## config.mk

```make
export PLATFORM = sky130hd
export DESIGN_NAME = ch_bank_sequencer
export DESIGN_NICKNAME = d
export VERILOG_FILES = /design/src/rtl/ch_bank_sequencer.sv
export SDC_FILE = /design/constraint.sdc
export NUM_CORES = 1
export LEC_CHECK = 0
export BUFFER_PORTS_ARGS = -buffer_cell sky130_fd_sc_hd__buf_2
export CAP_MARGIN = 20
export CORE_MARGIN = 4
export CORE_UTILIZATION = 55
export CTS_BUF_LIST = sky130_fd_sc_hd__clkbuf_16
export CTS_CLUSTER_DIAMETER = 80
export DETAILED_ROUTE_END_ITERATION = 16
export PLACE_DENSITY = 0.75
export SYNTH_ARGS = -nofsm -noshare
export SYNTH_HDL_FRONTEND = slang
export SYNTH_SLANG_ARGS = --single-unit
export TNS_END_PERCENT = 1
```

## constraint.sdc

```tcl
create_clock -name clk -period 2.11 [get_ports clk]
set_input_delay 0.211 -clock clk [delete_from_list [all_inputs] [get_ports clk]]
set_output_delay 0.211 -clock clk [all_outputs]
set_load 0.01 [all_outputs]
```

## src/rtl/ch_bank_sequencer.sv

```systemverilog
// Arms fast sampling banks in mode-dependent groups, holds each group post_trig+1 cycles after a trigger, then advances.
// Latency: bank_en 2 edges after a start level is first sampled, POST 3 edges after trig_in; no backpressure, inputs never stall.
module ch_bank_sequencer #(
    parameter int POST_W    = 8,
    parameter int NUM_BANKS = 4
) (
    input  logic              clk,
    input  logic              rstn,
    input  logic              start1,
    input  logic              start2,
    input  logic              start4,
    input  logic              trig_in,
    input  logic              abort,
    input  logic [POST_W-1:0] post_trig,
    output logic [3:0]        bank_en,
    output logic              busy,
    output logic              done,
    output logic [1:0]        grp_idx,
    output logic [2:0]        ev_cnt
);

    generate
        if (NUM_BANKS != 4) begin : g_bad_banks
            $error("ch_bank_sequencer supports NUM_BANKS == 4 only");
        end
    endgenerate

    typedef enum logic [1:0] {
        ST_IDLE   = 2'd0,
        ST_SAMPLE = 2'd1,
        ST_POST   = 2'd2,
        ST_DONE   = 2'd3
    } state_t;

    typedef enum logic [1:0] {
        MODE1 = 2'd0,
        MODE2 = 2'd1,
        MODE4 = 2'd2
    } mode_t;

    state_t            state, state_nxt;
    mode_t             mode, mode_nxt;
    logic [1:0]        grp_nxt;
    logic [2:0]        ev_nxt;
    logic [POST_W-1:0] cnt, cnt_nxt;

    logic [2:0]        start_q;
    logic [2:0]        start_edge;
    logic              trig_s1, trig_s2, trig_s2_q;
    logic              trig_edge;

    function automatic logic [3:0] grp_mask(input mode_t m, input logic [1:0] g);
        logic [3:0] r;
        r = 4'b0000;
        case (m)
            MODE1:   r = 4'b0001 << g;
            MODE2:   r = (g == 2'd0) ? 4'b0011 : 4'b1100;
            MODE4:   r = 4'b1111;
            default: r = 4'b0000;
        endcase
        return r;
    endfunction

    function automatic logic [1:0] last_grp(input mode_t m);
        logic [1:0] r;
        r = 2'd0;
        case (m)
            MODE1:   r = 2'd3;
            MODE2:   r = 2'd1;
            default: r = 2'd0;
        endcase
        return r;
    endfunction

    // Start edges are registered so one sequence launches per rising edge regardless of pulse width.
    always_ff @(posedge clk or negedge rstn) begin
        if (!rstn) begin
            start_q    <= 3'b000;
            start_edge <= 3'b000;
        end else begin
            start_q    <= {start4, start2, start1};
            start_edge <= {start4, start2, start1} & ~start_q;
        end
    end

    always_ff @(posedge clk or negedge rstn) begin
        if (!rstn) begin
            trig_s1   <= 1'b0;
            trig_s2   <= 1'b0;
            trig_s2_q <= 1'b0;
        end else begin
            trig_s1   <= trig_in;
            trig_s2   <= trig_s1;
            trig_s2_q <= trig_s2;
        end
    end

    assign trig_edge = trig_s2 & ~trig_s2_q;

    always_ff @(posedge clk or negedge rstn) begin
        if (!rstn) begin
            state   <= ST_IDLE;
            mode    <= MODE1;
            grp_idx <= 2'd0;
            ev_cnt  <= 3'd0;
            cnt     <= '0;
        end else begin
            state   <= state_nxt;
            mode    <= mode_nxt;
            grp_idx <= grp_nxt;
            ev_cnt  <= ev_nxt;
            cnt     <= cnt_nxt;
        end
    end

    always_comb begin
        state_nxt = state;
        mode_nxt  = mode;
        grp_nxt   = grp_idx;
        ev_nxt    = ev_cnt;
        cnt_nxt   = cnt;
        if (abort) begin
            state_nxt = ST_IDLE;
        end else begin
            case (state)
                ST_IDLE: begin
                    if (|start_edge) begin
                        if (start_edge[2])      mode_nxt = MODE4;
                        else if (start_edge[1]) mode_nxt = MODE2;
                        else                    mode_nxt = MODE1;
                        grp_nxt   = 2'd0;
                        ev_nxt    = 3'd0;
                        state_nxt = ST_SAMPLE;
                    end
                end
                ST_SAMPLE: begin
                    if (trig_edge) begin
                        cnt_nxt   = post_trig;
                        ev_nxt    = ev_cnt + 3'd1;
                        state_nxt = ST_POST;
                    end
                end
                ST_POST: begin
                    // Triggers seen here are dropped; the next group needs a fresh edge.
                    if (cnt != '0) begin
                        cnt_nxt = cnt - 1'b1;
                    end else if (grp_idx == last_grp(mode)) begin
                        state_nxt = ST_DONE;
                    end else begin
                        grp_nxt   = grp_idx + 2'd1;
                        state_nxt = ST_SAMPLE;
                    end
                end
                ST_DONE: begin
                    state_nxt = ST_IDLE;
                end
                default: begin
                    state_nxt = ST_IDLE;
                end
            endcase
        end
    end

    // Mask decodes straight from registered group index, so freeze and next-arm share one edge.
    assign bank_en = ((state == ST_SAMPLE) || (state == ST_POST)) ? grp_mask(mode, grp_idx) : 4'b0000;
    assign busy    = (state != ST_IDLE);
    assign done    = (state == ST_DONE);

endmodule

```

; ---- Word level (Yosys, flattened, before mapping)
; Cells that the tools add are included.
[op_classes]
n_eq_ne = 14
shift = 1
reduce_logical = 15
add_sub_neg = 3
bitwise_logic = 5
mux = 25
[ops]
columns = operator, count
row1 = 2-bit 2-to-1 mux, 12
row2 = 8-bit 2-to-1 mux, 2
row3 = 8-bit case mux with 2 select lines, 1
row4 = 4-bit case mux with 3 select lines, 1
row5 = "2-bit != test, second input constant", 5
row6 = "3-bit != test, second input constant", 3
row7 = 4-bit 2-to-1 mux, 2
row8 = 2-bit case mux with 2 select lines, 2
row9 = 2-bit case mux with 4 select lines, 1
row10 = 4-bit AND reduction, 2
row11 = 2-bit nonzero test, 4
row12 = 8-bit nonzero test, 1
row13 = "8-bit by 1-bit subtractor with 8-bit output, second input constant", 1
row14 = "2-bit == test, second input constant", 3
row15 = 2-bit zero test, 3
row16 = 3-bit 2-to-1 mux, 2
row17 = 3-bit case mux with 2 select lines, 1
row18 = 3-bit AND reduction, 2
row19 = 5-bit AND reduction, 1
row20 = "2-bit by 1-bit == test with 1-bit output, second input constant", 2
row21 = "1-bit by 2-bit << shifter with 4-bit output, first input constant", 1
row22 = "3-bit by 1-bit adder with 3-bit output, second input constant", 1
row23 = 3-bit AND, 1
row24 = 3-bit NOT, 1
row25 = 7 further kinds, 8
[totals]
ff_bits = 26
output_inout_bits = 11

; ---- Longest topological paths before layout
; Gate-level depths: netlist of run 1.
[depth]
depth_word = 10
ltp_mapped = 8
ltp_nobuf = 6

; ---- Worst setup path before layout of run 1
; No wires, ideal clock.
[synth_path]
path_type = reg2reg
start = register state[0]
end = register cnt[4]
slack_ps = 388
n_path_buf = 0
path_stages_with_launch = 6
t_arrival_ps = 1602
required_time_ps = 1990
path_cell_list = dfrtp_1 -> inv_1 -> ha_1 -> or4b_1 -> o32a_2 -> o211a_1
[synth_between]
elab_chain_cells = 3
word_cells_on_any_way = 7
[synth_lines]
columns = item, line
row1 = from (decl), 41  ; state_t state, state_nxt;
row2 = from (signal assigned), 108  ; state <= state_nxt;
row3 = 2-bit == test / 2-bit by 1-bit == test with 1-bit output (equally long branches), 125  ; case (state)
row4 = 2-bit != test (no line) / 2-bit nonzero test (equally long branches), n/a
row5 = 4-bit AND reduction (no line), n/a
row6 = to (signal assigned), 112  ; cnt <= cnt_nxt;
row7 = to (decl), 45  ; logic [POST_W-1:0] cnt, cnt_nxt;
; Several ways; a longest one is shown, not always the timed one.
; A chain may end at the register's enable or synchronous reset.

; ---- Final worst setup path of run 1
[layout_path]
start = register state[1]
end = register cnt[4]
; The elaborated chain is that of the path after synthesis.

==> flow_results.xml, run 1 <==
<?xml version="1.0" encoding="UTF-8"?>
<metrics>
  <group name="floorplanning">
    <metric name="die_area" unit="um^2">3680</metric>
    <metric name="floorplan.die.height" unit="um">60.7</metric>
    <metric name="std_cell_rows" unit="">18</metric>
    <metric name="io_pins" unit="">26</metric>
    <metric name="initial_utilization" unit="%">59.5</metric>
    <metric name="die_w" unit="um">60.7</metric>
    <metric name="floorplan.core_area" unit="um^2">2570</metric>
  </group>
  <group name="clock_tree">
    <metric name="htreeDepth" unit="">1</metric>
    <metric name="tritoncts" unit="">yes</metric>
    <metric name="cts.reportedPaths.clkPinSlew" unit="ns">0.06</metric>
    <metric name="clock_tree.buffer_depth" unit="">2</metric>
    <metric name="cts_root_buffer" unit="">clkbuf_16</metric>
    <metric name="numClockSinks" unit="">26</metric>
    <metric name="clkLatencyLatePin" unit="ns">0.26</metric>
    <metric name="cts-buffers-inserted" unit="">3</metric>
    <metric name="postCtsSetupRepairBufs" unit="">0</metric>
  </group>
  <group name="finish">
    <metric name="nNetsFinal" unit="">200</metric>
    <metric name="multi_input_comb_area" unit="um^2">816</metric>
    <metric name="stdcell_count" unit="">203</metric>
    <metric name="syn_to_final_growth" unit="%">18.7</metric>
    <metric name="ff_latch_area" unit="um^2">651</metric>
    <metric name="post-route-util" unit="%">70.6</metric>
    <metric name="num_antenna_cells" unit="">0</metric>
    <metric name="post_route_cells_drive_above_1_share" unit="%">24.3</metric>
    <metric name="nFillCells" unit="">203</metric>
  </group>
  <group name="grt">
    <metric name="gr-total-overflow" unit="">0</metric>
    <metric name="vias_in_the_first_global_route" unit="">1317</metric>
    <metric name="track_usage" unit="%">21.0</metric>
    <metric name="grt_start_max_net_pins" unit="">27</metric>
    <metric name="grt_first_pass_wirelength" unit="um">5780</metric>
    <metric name="antenna_violations_before_repair" unit="">0</metric>
  </group>
  <group name="run_status">
    <metric name="run_status" unit="">complete, no violations</metric>
  </group>
  <group name="route">
    <metric name="finalWirelength" unit="um">3430</metric>
    <metric name="drt.antenna.violating_nets" unit="">0</metric>
    <metric name="drcViolationCount" unit="">0</metric>
    <metric name="post_drt_via_cell_ratio" unit="">6.20</metric>
    <metric name="drt_first_iter_violations" unit="">33</metric>
    <metric name="firstDrtPassIters" unit="">4</metric>
    <metric name="post_drt_wl_per_cell" unit="um">16.9</metric>
    <metric name="dr_total_vias" unit="">1259</metric>
  </group>
  <group name="yosys">
    <metric name="synthesis.yosys.warnings" unit="">0</metric>
    <metric name="syn_inst" unit="">145</metric>
    <metric name="synthesis.area" unit="um^2">1530</metric>
    <metric name="syn_nets" unit="">171</metric>
    <metric name="ys_dominant_reg_cell" unit="">dfrtp_1</metric>
    <metric name="seq_area_frac_synth" unit="%">42.6</metric>
    <metric name="synth_cell_type_count" unit="">51</metric>
    <metric name="synthArstFlopShare" unit="%">100</metric>
    <metric name="number_of_enable_type_register_cells_in_the_synthesized_netlist" unit="">0</metric>
    <metric name="yosys_register_bits" unit="">26</metric>
    <metric name="synth_area_per_cell" unit="um^2">10.5</metric>
  </group>
  <group name="power_and_ir_drop">
    <metric name="leakage" unit="nW">0.858</metric>
    <metric name="peakVddDrop" unit="uV">785</metric>
    <metric name="cellPowerDensity" unit="nW/um^2">1300</metric>
  </group>
  <group name="placed_design">
    <metric name="place.detailed.hpwl" unit="um">2470</metric>
    <metric name="gp_congestion" unit="">0.848</metric>
    <metric name="io_buffers" unit="">25</metric>
    <metric name="post-place-ws" unit="ns">0.132</metric>
    <metric name="dpl.cell_count" unit="">198</metric>
  </group>
  <group name="worst_setup_path">
    <metric name="setup.worst_path.end_class" unit="">flop</metric>
    <metric name="cp.required" unit="ns">2.25</metric>
    <metric name="critical_path.startpoint_type" unit="">flop</metric>
    <metric name="critical_path.max_fanout" unit="">11</metric>
    <metric name="criticalPathCategory" unit="">reg2reg</metric>
    <metric name="critPathArrivalTime" unit="ns">2.11</metric>
  </group>
  <group name="sta">
    <metric name="slew-limit-headroom" unit="%">62.8</metric>
    <metric name="post-route-worst-setup-slack" unit="ns">0.138</metric>
    <metric name="timing_worst_slew_pin_value" unit="ns">0.559</metric>
    <metric name="final_period_minus_worst_setup_slack" unit="ns">1.97</metric>
    <metric name="report.final.slew_viol_count" unit="">0</metric>
    <metric name="fmaxAchievable" unit="GHz">0.507</metric>
    <metric name="count_of_final_setup_violators" unit="">0</metric>
    <metric name="worst_skew" unit="ns">0.00199</metric>
    <metric name="final_hold_viol_count" unit="">0</metric>
    <metric name="post-route-period-util" unit="%">93.4</metric>
  </group>
  <group name="worst_hold_path">
    <metric name="hold_path.class" unit="">in2reg</metric>
  </group>
  <group name="flow_run">
    <metric name="number_of_violations_of_the_max_capacitance_limit" unit="">0</metric>
  </group>
</metrics>
[critical path, cell delays in order (launching register included)]
cell     delay (ns)
dfrtp_1        0.45
inv_1          0.11
ha_1           0.38
or4b_1         0.57
o32a_2         0.23
o211a_1        0.12
[cell families (layout without fill, tap and decap cells)]
family	Yosys count	in the layout	synth area share [%]
simple gates	48	48	21.5
compound gates	40	40	20.1
flops	26	26	42.6
buf+inv	16	44	4.10
fa+ha+maj	11	11	9.02
mux	4	4	2.70
[stage by stage]
| step | setup TNS [ns] | hold WS [ns] | area (um^2) | power [W] |
|---|---|---|---|---|
| after global placement | 0 | 0.235 | 1690 | 0.00174 |
| after detailed placement | 0 | 0.229 | 1690 | 0.00180 |
| after CTS | 0 | 0.0639 | 1810 | 0.00236 |
| after floorplan | 0 | -0.0846 | 1530 | 0.00149 |
| final | 0 | 0.0630 | 1810 | 0.00236 |
| after global routing | -0.00220 | 0.0616 | 1810 | 0.00254 |
[metal layers]
metal  vias up  track usage, %  wire length, um
li1        603               -                -
met1       622            27.7             1430
met2        28            35.3             1840
met3         6            2.77              109
met4         0            8.05               42
met5         -               0                0
[synthesized netlist by cell type (all sizes together) (2+ instances only)]
library cell / n / area, um^2
a211oi: 2 / 15.0
a21o: 2 / 15.0
a21oi: 5 / 32.5
a22o: 2 / 17.5
and2: 3 / 18.8
and3: 2 / 13.8
buf: 2 / 10.0
clkbuf: 3 / 11.3
dfrtp: 26 / 651
ha: 11 / 138
inv: 10 / 37.5
mux2i: 3 / 30.0
nand2: 4 / 15.0
nand2b: 4 / 25.0
nand3: 4 / 20.0
nand3b: 2 / 15.0
nand4: 3 / 18.8
nor2: 3 / 11.3
nor2b: 3 / 18.8
nor3: 4 / 20.0
nor3b: 4 / 35.0
nor4b: 2 / 23.8
nor4bb: 2 / 20.0
o211a: 4 / 40.0
o21ai: 9 / 45.0
o32a: 4 / 41.3
or3: 4 / 25.0
[layout by cell type (no fill, tap or decap), drive strengths merged, types with 3 or more instances in the layout]
| cell | netlist | final |
|---|---|---|
| nand2 | 4 | 4 |
| mux2i | 3 | 3 |
| dfrtp | 26 | 26 |
| o211a | 4 | 4 |
| nor3 | 4 | 4 |
| nor3b | 4 | 4 |
| buf | 2 | 28 |
| nor2b | 3 | 3 |
| nand3 | 4 | 4 |
| and2 | 3 | 3 |
| inv | 10 | 10 |
| nor2 | 3 | 3 |
| ha | 11 | 11 |
| clkbuf | 3 | 3 |
| o21ai | 9 | 9 |
| nand4 | 3 | 3 |
| or3 | 4 | 4 |
| nand2b | 4 | 4 |
| o32a | 4 | 4 |
| a21oi | 5 | 5 |
[final timing paths]
| path | cells after the start | from | to | slack [ns] |
|---|---|---|---|---|
| setup / recovery | 5 | state[1] | cnt[4] | 0.14 |
| hold / removal | 1 | trig_in | trig_s1 | 0.06 |
| setup reg to reg | 5 | state[1] | cnt[4] | 0.14 |
| hold reg to reg | 0 | trig_s1 | trig_s2 | 0.35 |
| max in group asynchronous | 2 | rstn | cnt[2] | 1.26 |
| min in group asynchronous | 2 | rstn | ev_cnt[0] | 0.48 |
[state kept, by name, indices dropped and copies added (netlist names)]
| name | cells |
|---|---|
| start_edge | 3 |
| trig_s2_q | 1 |
| state | 2 |
| mode | 2 |
| start_q | 3 |
| trig_s2 | 1 |
| ev_cnt | 3 |
| grp_idx | 2 |
| trig_s1 | 1 |
| cnt | 8 |
[power breakdown]
group / internal (W) / total (W) / switching, W
logic: 0.000440 / 0.000938 / 0.000498
clock network: 0.000377 / 0.000546 / 0.000169
registers: 0.000648 / 0.000876 / 0.000228
[area by class of cell]
cell class / count / area share, %
multi-input combinational: 103 / 45.0
sequential: 26 / 35.9
timing repair buffer: 29 / 8.70
clock buffer: 3 / 4.14
inverter: 11 / 2.49
tap: 30 / 2.07
clock inverter: 1 / 1.66
[timing repair]
action,CTS,global route
hold buffers,1,0
setup endpoints to repair,0,5
resized for setup,0,3
endpoints found under the hold margin,26,0
Power figures use the tool's default switching activity.
==> inputs of run 2 (changes only) <==
==> constraint.sdc (replaced) <==
create_clock -name clk -period 2.11 [get_ports clk]
set_input_delay 0.633 -clock clk [delete_from_list [all_inputs] [get_ports clk]]
set_output_delay 0.633 -clock clk [all_outputs]
set_load 0.01 [all_outputs]
==> run 2 against run 1 <==
  * The flow now finishes with violations (setup timing)
  * Setup slack lost 0.15 ns
  * Critical path depth up 1
  * Non-clock buffer count up 10
  * Largest power group unchanged
  * Fmax fell by 7.0%
  * Largest cell class unchanged
  * Via count is 2.3% higher
==> flow_results.xml, run 2 (same netlist as run 1, synthesis figures left out) <==
<?xml version="1.0" encoding="UTF-8"?>
<metrics>
  <group name="floorplanning">
    <metric name="floorplan.core_area" unit="um^2">2570</metric>
    <metric name="io_pins" unit="">26</metric>
    <metric name="die_w" unit="um">60.7</metric>
    <metric name="floorplan.die.height" unit="um">60.7</metric>
    <metric name="die_area" unit="um^2">3680</metric>
    <metric name="initial_utilization" unit="%">59.5</metric>
    <metric name="std_cell_rows" unit="">18</metric>
  </group>
  <group name="placed_design">
    <metric name="place.detailed.hpwl" unit="um">2400</metric>
    <metric name="io_buffers" unit="">25</metric>
    <metric name="gp_congestion" unit="">0.860</metric>
    <metric name="post-place-ws" unit="ns">0.164</metric>
  </group>
  <group name="run_status">
    <metric name="run_status" unit="">complete, but fails checks</metric>
    <metric name="violated_checks" unit="">setup timing</metric>
  </group>
  <group name="grt">
    <metric name="antenna_violations_before_repair" unit="">0</metric>
    <metric name="gr-total-overflow" unit="">0</metric>
    <metric name="grt_start_max_net_pins" unit="">27</metric>
    <metric name="vias_in_the_first_global_route" unit="">1271</metric>
    <metric name="grt_first_pass_wirelength" unit="um">5840</metric>
    <metric name="track_usage" unit="%">21.0</metric>
  </group>
  <group name="sta">
    <metric name="timing_worst_slew_pin_value" unit="ns">0.571</metric>
    <metric name="count_of_final_setup_violators" unit="">2</metric>
    <metric name="post-route-worst-setup-slack" unit="ns">-0.0112</metric>
    <metric name="grt_setup_unrepaired" unit="">yes</metric>
    <metric name="fmaxAchievable" unit="GHz">0.471</metric>
    <metric name="report.final.slew_viol_count" unit="">0</metric>
    <metric name="hold_ws" unit="ns">0.368</metric>
    <metric name="post-route-period-util" unit="%">101</metric>
    <metric name="slew-limit-headroom" unit="%">61.9</metric>
    <metric name="worst_skew" unit="ns">0.00152</metric>
    <metric name="final_period_minus_worst_setup_slack" unit="ns">2.12</metric>
    <metric name="final_hold_viol_count" unit="">0</metric>
    <metric name="final_setup_tns" unit="ns">-0.0223</metric>
  </group>
  <group name="worst_setup_path">
    <metric name="cp.required" unit="ns">1.48</metric>
    <metric name="crit_path_top_delay_cell" unit="">dfrtp_1</metric>
    <metric name="path_delay_family" unit="">simple AND/OR/NAND/NOR gates</metric>
    <metric name="critical_path_cell_sequence" unit="">inv_2, ha_4, or3_4, o21ai_2, and2_1, buf_2</metric>
    <metric name="critical_path.max_fanout" unit="">2</metric>
    <metric name="crit_buf_inv" unit="">2</metric>
    <metric name="criticalPathCategory" unit="">reg2out</metric>
    <metric name="critPathArrivalTime" unit="ns">1.49</metric>
    <metric name="setup.worst_path.end_class" unit="">output pin</metric>
    <metric name="crit_path_max_incr_delay" unit="ns">0.37</metric>
    <metric name="critical_path.startpoint_type" unit="">flop</metric>
  </group>
  <group name="flow_run">
    <metric name="number_of_violations_of_the_max_capacitance_limit" unit="">0</metric>
  </group>
  <group name="finish">
    <metric name="final_cell_mix" unit="">buf_2 (25), dfrtp_1 (23), buf_4 (14)</metric>
    <metric name="layout_commonest_cell" unit="">buf_2</metric>
    <metric name="nNetsFinal" unit="">210</metric>
    <metric name="post_route_cells_drive_above_1_share" unit="%">32.8</metric>
    <metric name="largest_reg_flops" unit="">8</metric>
    <metric name="post-route-util" unit="%">73.7</metric>
    <metric name="num_antenna_cells" unit="">0</metric>
    <metric name="top_register" unit="">cnt</metric>
    <metric name="syn_to_final_growth" unit="%">24.0</metric>
  </group>
  <group name="route">
    <metric name="drcViolationCount" unit="">0</metric>
    <metric name="finalWirelength" unit="um">3450</metric>
    <metric name="post_drt_via_cell_ratio" unit="">6.05</metric>
    <metric name="post_drt_wl_per_cell" unit="um">16.2</metric>
    <metric name="drt.antenna.violating_nets" unit="">0</metric>
    <metric name="firstDrtPassIters" unit="">4</metric>
    <metric name="drt_first_iter_violations" unit="">75</metric>
    <metric name="dr_total_vias" unit="">1288</metric>
  </group>
  <group name="clock_tree">
    <metric name="htreeDepth" unit="">1</metric>
    <metric name="cts.reportedPaths.clkPinSlew" unit="ns">0.06</metric>
    <metric name="cts_root_buffer" unit="">clkbuf_16</metric>
    <metric name="clock_tree.buffer_depth" unit="">2</metric>
    <metric name="holdBufCountCts" unit="">0</metric>
    <metric name="cts-buffers-inserted" unit="">3</metric>
    <metric name="tritoncts" unit="">yes</metric>
    <metric name="clkLatencyLatePin" unit="ns">0.25</metric>
    <metric name="numClockSinks" unit="">26</metric>
  </group>
  <group name="worst_hold_path">
    <metric name="hold_path.class" unit="">in2async</metric>
  </group>
  <group name="power_and_ir_drop">
    <metric name="cellPowerDensity" unit="nW/um^2">1260</metric>
    <metric name="leakage" unit="nW">0.899</metric>
    <metric name="peakVddDrop" unit="uV">934</metric>
  </group>
</metrics>
-- run 2: path summary, 6_finish.rpt --
kind | start | end | slack [ns] | cells after the start
setup / recovery | grp_idx[1] | bank_en[2] | -0.01 | 6
max in group asynchronous | rstn | mode[0] | 1.33 | 1
hold reg to reg | trig_s1 | trig_s2 | 0.37 | 0
setup reg to reg | state[1] | cnt[1] | 0.17 | 6
min in group clk | trig_s1 | trig_s2 | 0.37 | 0
hold / removal | rstn | cnt[3] | 0.37 | 1
-- run 2: power breakdown --
group / internal [W] / switching [W]
clock: 0.000253 / 0.000162
sequential: 0.000653 / 0.000191
combinational: 0.000556 / 0.000570
-- run 2: worst register-to-register path, stage by stage (launching register included) --
cell and delay (ns):
dfrtp_2 0.45, inv_1 0.12, ha_1 0.36, nand3b_1 0.14, a21oi_2 0.21, and2_0 0.40, o21ai_0 0.14
-- run 2: through the flow --
stage / cells / total power (W) / cell area, um^2
2_1_floorplan: 145 / 0.00149 / 1530
3_3_place_gp: 204 / 0.00177 / 1740
3_5_place_dp: 204 / 0.00183 / 1740
4_1_cts: 210 / 0.00230 / 1850
5_1_grt: 213 / 0.00257 / 1890
6_report: 213 / 0.00239 / 1890
-- run 2: final cells by class --
cell class | instances | area (um^2)
Clock inverter | 1 | 3.75
Clock buffer | 3 | 75.1
Tap cell | 30 | 37.5
Inverter | 11 | 41.3
Multi-Input combinational cell | 103 | 851
Timing Repair Buffer | 39 | 230
Fill cell | 184 | 674
Sequential cell | 26 | 654
-- run 2: per-layer routing --
metal  global-route usage, %  vias to the layer above  wire [um]
met3                    3.19                        2        188
met2                    37.1                       32       1750
met5                       0                        -          0
met1                    27.5                      628       1500
li1                        -                      626          -
met4                    3.72                        0         12
-- run 2: what timing repair did --
item	4_1_cts	5_1_grt
resized for setup	8	5
pin swaps	3	3
buffers inserted	2	3
setup endpoints to repair	2	6
==> inputs of run 3 (changes only) <==
CELL_PAD_IN_SITES_DETAIL_PLACEMENT = 0   (was default)
CELL_PAD_IN_SITES_GLOBAL_PLACEMENT = 2   (was default)
CORE_UTILIZATION = 35   (was 55)
==> run 3 against run 2 <==
  * The flow still finishes with violations (setup timing)
  * Utilization decreased by 27 points
  * Via count is 1.4% lower
  * Combinational power about the same
  * Critical path depth stayed put
  * Global-route usage is 7.2 points lower
  * Clock power rose by 32%
  * Hold slack got worse by 0.015 ns
  * Clock skew grew 0.0018 ns
==> flow_results.xml, run 3 (same netlist as run 1, synthesis figures left out) <==
<?xml version="1.0" encoding="UTF-8"?>
<metrics>
  <group name="sta">
    <metric name="final_hold_viol_count" unit="">0</metric>
    <metric name="slew-limit-headroom" unit="%">60.9</metric>
    <metric name="post-route-period-util" unit="%">100</metric>
    <metric name="post-route-worst-setup-slack" unit="ns">-0.00495</metric>
    <metric name="timing_worst_slew_pin_value" unit="ns">0.587</metric>
    <metric name="count_of_final_setup_violators" unit="">1</metric>
    <metric name="grt_setup_unrepaired" unit="">yes</metric>
    <metric name="fmaxAchievable" unit="GHz">0.473</metric>
    <metric name="worst_skew" unit="ns">0.00336</metric>
    <metric name="final_period_minus_worst_setup_slack" unit="ns">2.11</metric>
    <metric name="report.final.slew_viol_count" unit="">0</metric>
  </group>
  <group name="worst_hold_path">
    <metric name="hold_start" unit="">trig_s1</metric>
    <metric name="hold_path.class" unit="">reg2reg</metric>
    <metric name="whs_endpoint" unit="">trig_s2</metric>
    <metric name="worstHoldPathCells" unit="">0</metric>
  </group>
  <group name="floorplanning">
    <metric name="io_pins" unit="">26</metric>
    <metric name="die_w" unit="um">74.0</metric>
    <metric name="floorplan.die.height" unit="um">74.0</metric>
    <metric name="initial_utilization" unit="%">37.1</metric>
    <metric name="floorplan.core_area" unit="um^2">4120</metric>
    <metric name="std_cell_rows" unit="">23</metric>
    <metric name="die_area" unit="um^2">5480</metric>
  </group>
  <group name="flow_run">
    <metric name="number_of_violations_of_the_max_capacitance_limit" unit="">0</metric>
  </group>
  <group name="route">
    <metric name="post_drt_via_cell_ratio" unit="">5.45</metric>
    <metric name="dr_total_vias" unit="">1270</metric>
    <metric name="finalWirelength" unit="um">3520</metric>
    <metric name="firstDrtPassIters" unit="">4</metric>
    <metric name="drcViolationCount" unit="">0</metric>
    <metric name="drt.antenna.violating_nets" unit="">0</metric>
    <metric name="post_drt_wl_per_cell" unit="um">15.1</metric>
    <metric name="drt_first_iter_violations" unit="">86</metric>
  </group>
  <group name="worst_setup_path">
    <metric name="worst-r2r-cell-count" unit="">5</metric>
    <metric name="crit_path_max_incr_delay" unit="ns">0.36</metric>
    <metric name="setup.worst_path.end_class" unit="">output pin</metric>
    <metric name="criticalPathCategory" unit="">reg2out</metric>
    <metric name="critPathArrivalTime" unit="ns">1.48</metric>
    <metric name="cp.required" unit="ns">1.48</metric>
    <metric name="critical_path_cell_sequence" unit="">inv_2, ha_4, or3_4, o21ai_1, and2_1, buf_2</metric>
    <metric name="rr_endpoint" unit="">cnt[4]</metric>
    <metric name="setup.reg_to_reg.worst_slack" unit="ns">0.18</metric>
    <metric name="critical_path.startpoint_type" unit="">flop</metric>
    <metric name="crit_path_top_delay_cell" unit="">dfrtp_1</metric>
    <metric name="critical_path.max_fanout" unit="">2</metric>
    <metric name="worstReg2RegStart" unit="">state[1]</metric>
  </group>
  <group name="grt">
    <metric name="grt_start_max_net_pins" unit="">27</metric>
    <metric name="grt_first_pass_wirelength" unit="um">5850</metric>
    <metric name="gr-total-overflow" unit="">0</metric>
    <metric name="vias_in_the_first_global_route" unit="">1243</metric>
    <metric name="antenna_violations_before_repair" unit="">0</metric>
    <metric name="track_usage" unit="%">13.8</metric>
  </group>
  <group name="power_and_ir_drop">
    <metric name="seq_power_share" unit="%">33.4</metric>
    <metric name="cellPowerDensity" unit="nW/um^2">1280</metric>
    <metric name="p_sw" unit="W">0.000919</metric>
    <metric name="leakage" unit="nW">0.913</metric>
    <metric name="internal-power" unit="W">0.00157</metric>
    <metric name="peakVddDrop" unit="uV">487</metric>
    <metric name="p_clk_share" unit="%">22.1</metric>
    <metric name="power.share.switching" unit="%">37.0</metric>
    <metric name="combPwrFrac" unit="%">44.5</metric>
  </group>
  <group name="clock_tree">
    <metric name="clkLatencyLatePin" unit="ns">0.26</metric>
    <metric name="cts-buffers-inserted" unit="">3</metric>
    <metric name="tritoncts" unit="">yes</metric>
    <metric name="numClockSinks" unit="">26</metric>
    <metric name="cts_root_buffer" unit="">clkbuf_16</metric>
    <metric name="htreeDepth" unit="">1</metric>
    <metric name="clock_tree.buffer_depth" unit="">2</metric>
    <metric name="cts.reportedPaths.clkPinSlew" unit="ns">0.06</metric>
  </group>
  <group name="run_status">
    <metric name="run_status" unit="">complete, but fails checks</metric>
    <metric name="violated_checks" unit="">setup timing</metric>
  </group>
  <group name="finish">
    <metric name="num_antenna_cells" unit="">0</metric>
    <metric name="final_cell_mix" unit="">buf_2 (25), dfrtp_1 (24), buf_4 (14)</metric>
    <metric name="final_cell_area" unit="um^2">1940</metric>
    <metric name="post-route-util" unit="%">47.1</metric>
    <metric name="layout_commonest_cell" unit="">buf_2</metric>
    <metric name="largest_reg_flops" unit="">8</metric>
    <metric name="stdcell_count" unit="">233</metric>
    <metric name="top_register" unit="">cnt</metric>
    <metric name="post_route_cells_drive_above_1_share" unit="%">32.2</metric>
    <metric name="syn_to_final_growth" unit="%">27.0</metric>
    <metric name="nNetsFinal" unit="">210</metric>
  </group>
  <group name="placed_design">
    <metric name="placed_inst_area" unit="um^2">1780</metric>
    <metric name="place.detailed.hpwl" unit="um">2660</metric>
    <metric name="gp_congestion" unit="">0.820</metric>
    <metric name="io_buffers" unit="">25</metric>
    <metric name="dpl.cell_count" unit="">226</metric>
  </group>
</metrics>
==> run 3: changes by cell type in the layout (fill, tap and decap cells not counted), sizes merged <==
cell,previous run,this run
clkinv,2,1
bufinv,0,1
==> run 3: critical path: cells and delay by family (launching register included) <==
| family | cells | cell delay [ns] |
|---|---|---|
| simple gates | 2 | 0.46 |
| flops | 1 | 0.36 |
| buf+inv | 2 | 0.18 |
| fa+ha+maj | 1 | 0.15 |
| compound gates | 1 | 0.08 |
==> run 3: area by class of cell <==
cell class              instances  area, um^2
well taps                      50        62.6
repair buffers                 39         230
clock buffers                   3        75.1
clock inverters                 1        30.0
multi-input cells             103         847
fillers                       398        2180
flip-flops and latches         26         653
inverters                      11        41.3
==> run 3: per-layer routing <==
metal | track usage, % | wire [um] | part of all wire (%) | up-vias
li1 | - | - | - | 621
met1 | 18.2 | 1620 | 46 | 611
met2 | 22.9 | 1670 | 47 | 36
met3 | 3.24 | 219 | 6.2 | 2
met4 | 3.02 | 15 | 0.43 | 0
met5 | 0 | 0 | 0 | -
==> run 3: worst max path at each step <==
stage	startpoint	to	cells past startpoint
2_1_floorplan	grp_idx[0]	bank_en[2]	5
3_3_place_gp	mode[0]	bank_en[2]	5
3_5_place_dp	grp_idx[0]	bank_en[2]	6
4_1_cts	grp_idx[0]	bank_en[2]	6
5_1_grt	grp_idx[0]	bank_en[3]	6
6_report	grp_idx[1]	bank_en[3]	6
==> run 3: through the flow <==
| step | hold WS (ns) | setup WS, ns | setup TNS, ns | total power, W |
|---|---|---|---|---|
| 4_1_cts | 0.358 | -0.0508 | -0.0943 | 0.00249 |
| 5_1_grt | 0.367 | -0.0607 | -0.148 | 0.00268 |
| 3_5_place_dp | 0.335 | 0.191 | 0 | 0.00185 |
| 3_3_place_gp | 0.335 | 0.222 | 0 | 0.00183 |
| 6_report | 0.354 | -0.00495 | -0.00495 | 0.00249 |
| 2_1_floorplan | 0.331 | 0.168 | 0 | 0.00149 |
==> run 3: timing repair <==
| item | 4_1_cts | 5_1_grt |
|---|---|---|
| endpoints found under the setup margin | 3 | 4 |
| hold buffers | 0 | 0 |
| resized for setup | 6 | 5 |
| pin swaps | 2 | 3 |
| buffers inserted | 3 | 0 |
==> run 3: power groups by stage <==
stage / clock network [W] / logic [W] / registers (W)
2_1_floorplan: 0 / 0.000672 / 0.000822
3_3_place_gp: 0 / 0.000998 / 0.000835
3_5_place_dp: 0 / 0.00101 / 0.000841
4_1_cts: 0.000567 / 0.00110 / 0.000822
5_1_grt: 0.000593 / 0.00123 / 0.000856
6_report: 0.000550 / 0.00111 / 0.000830
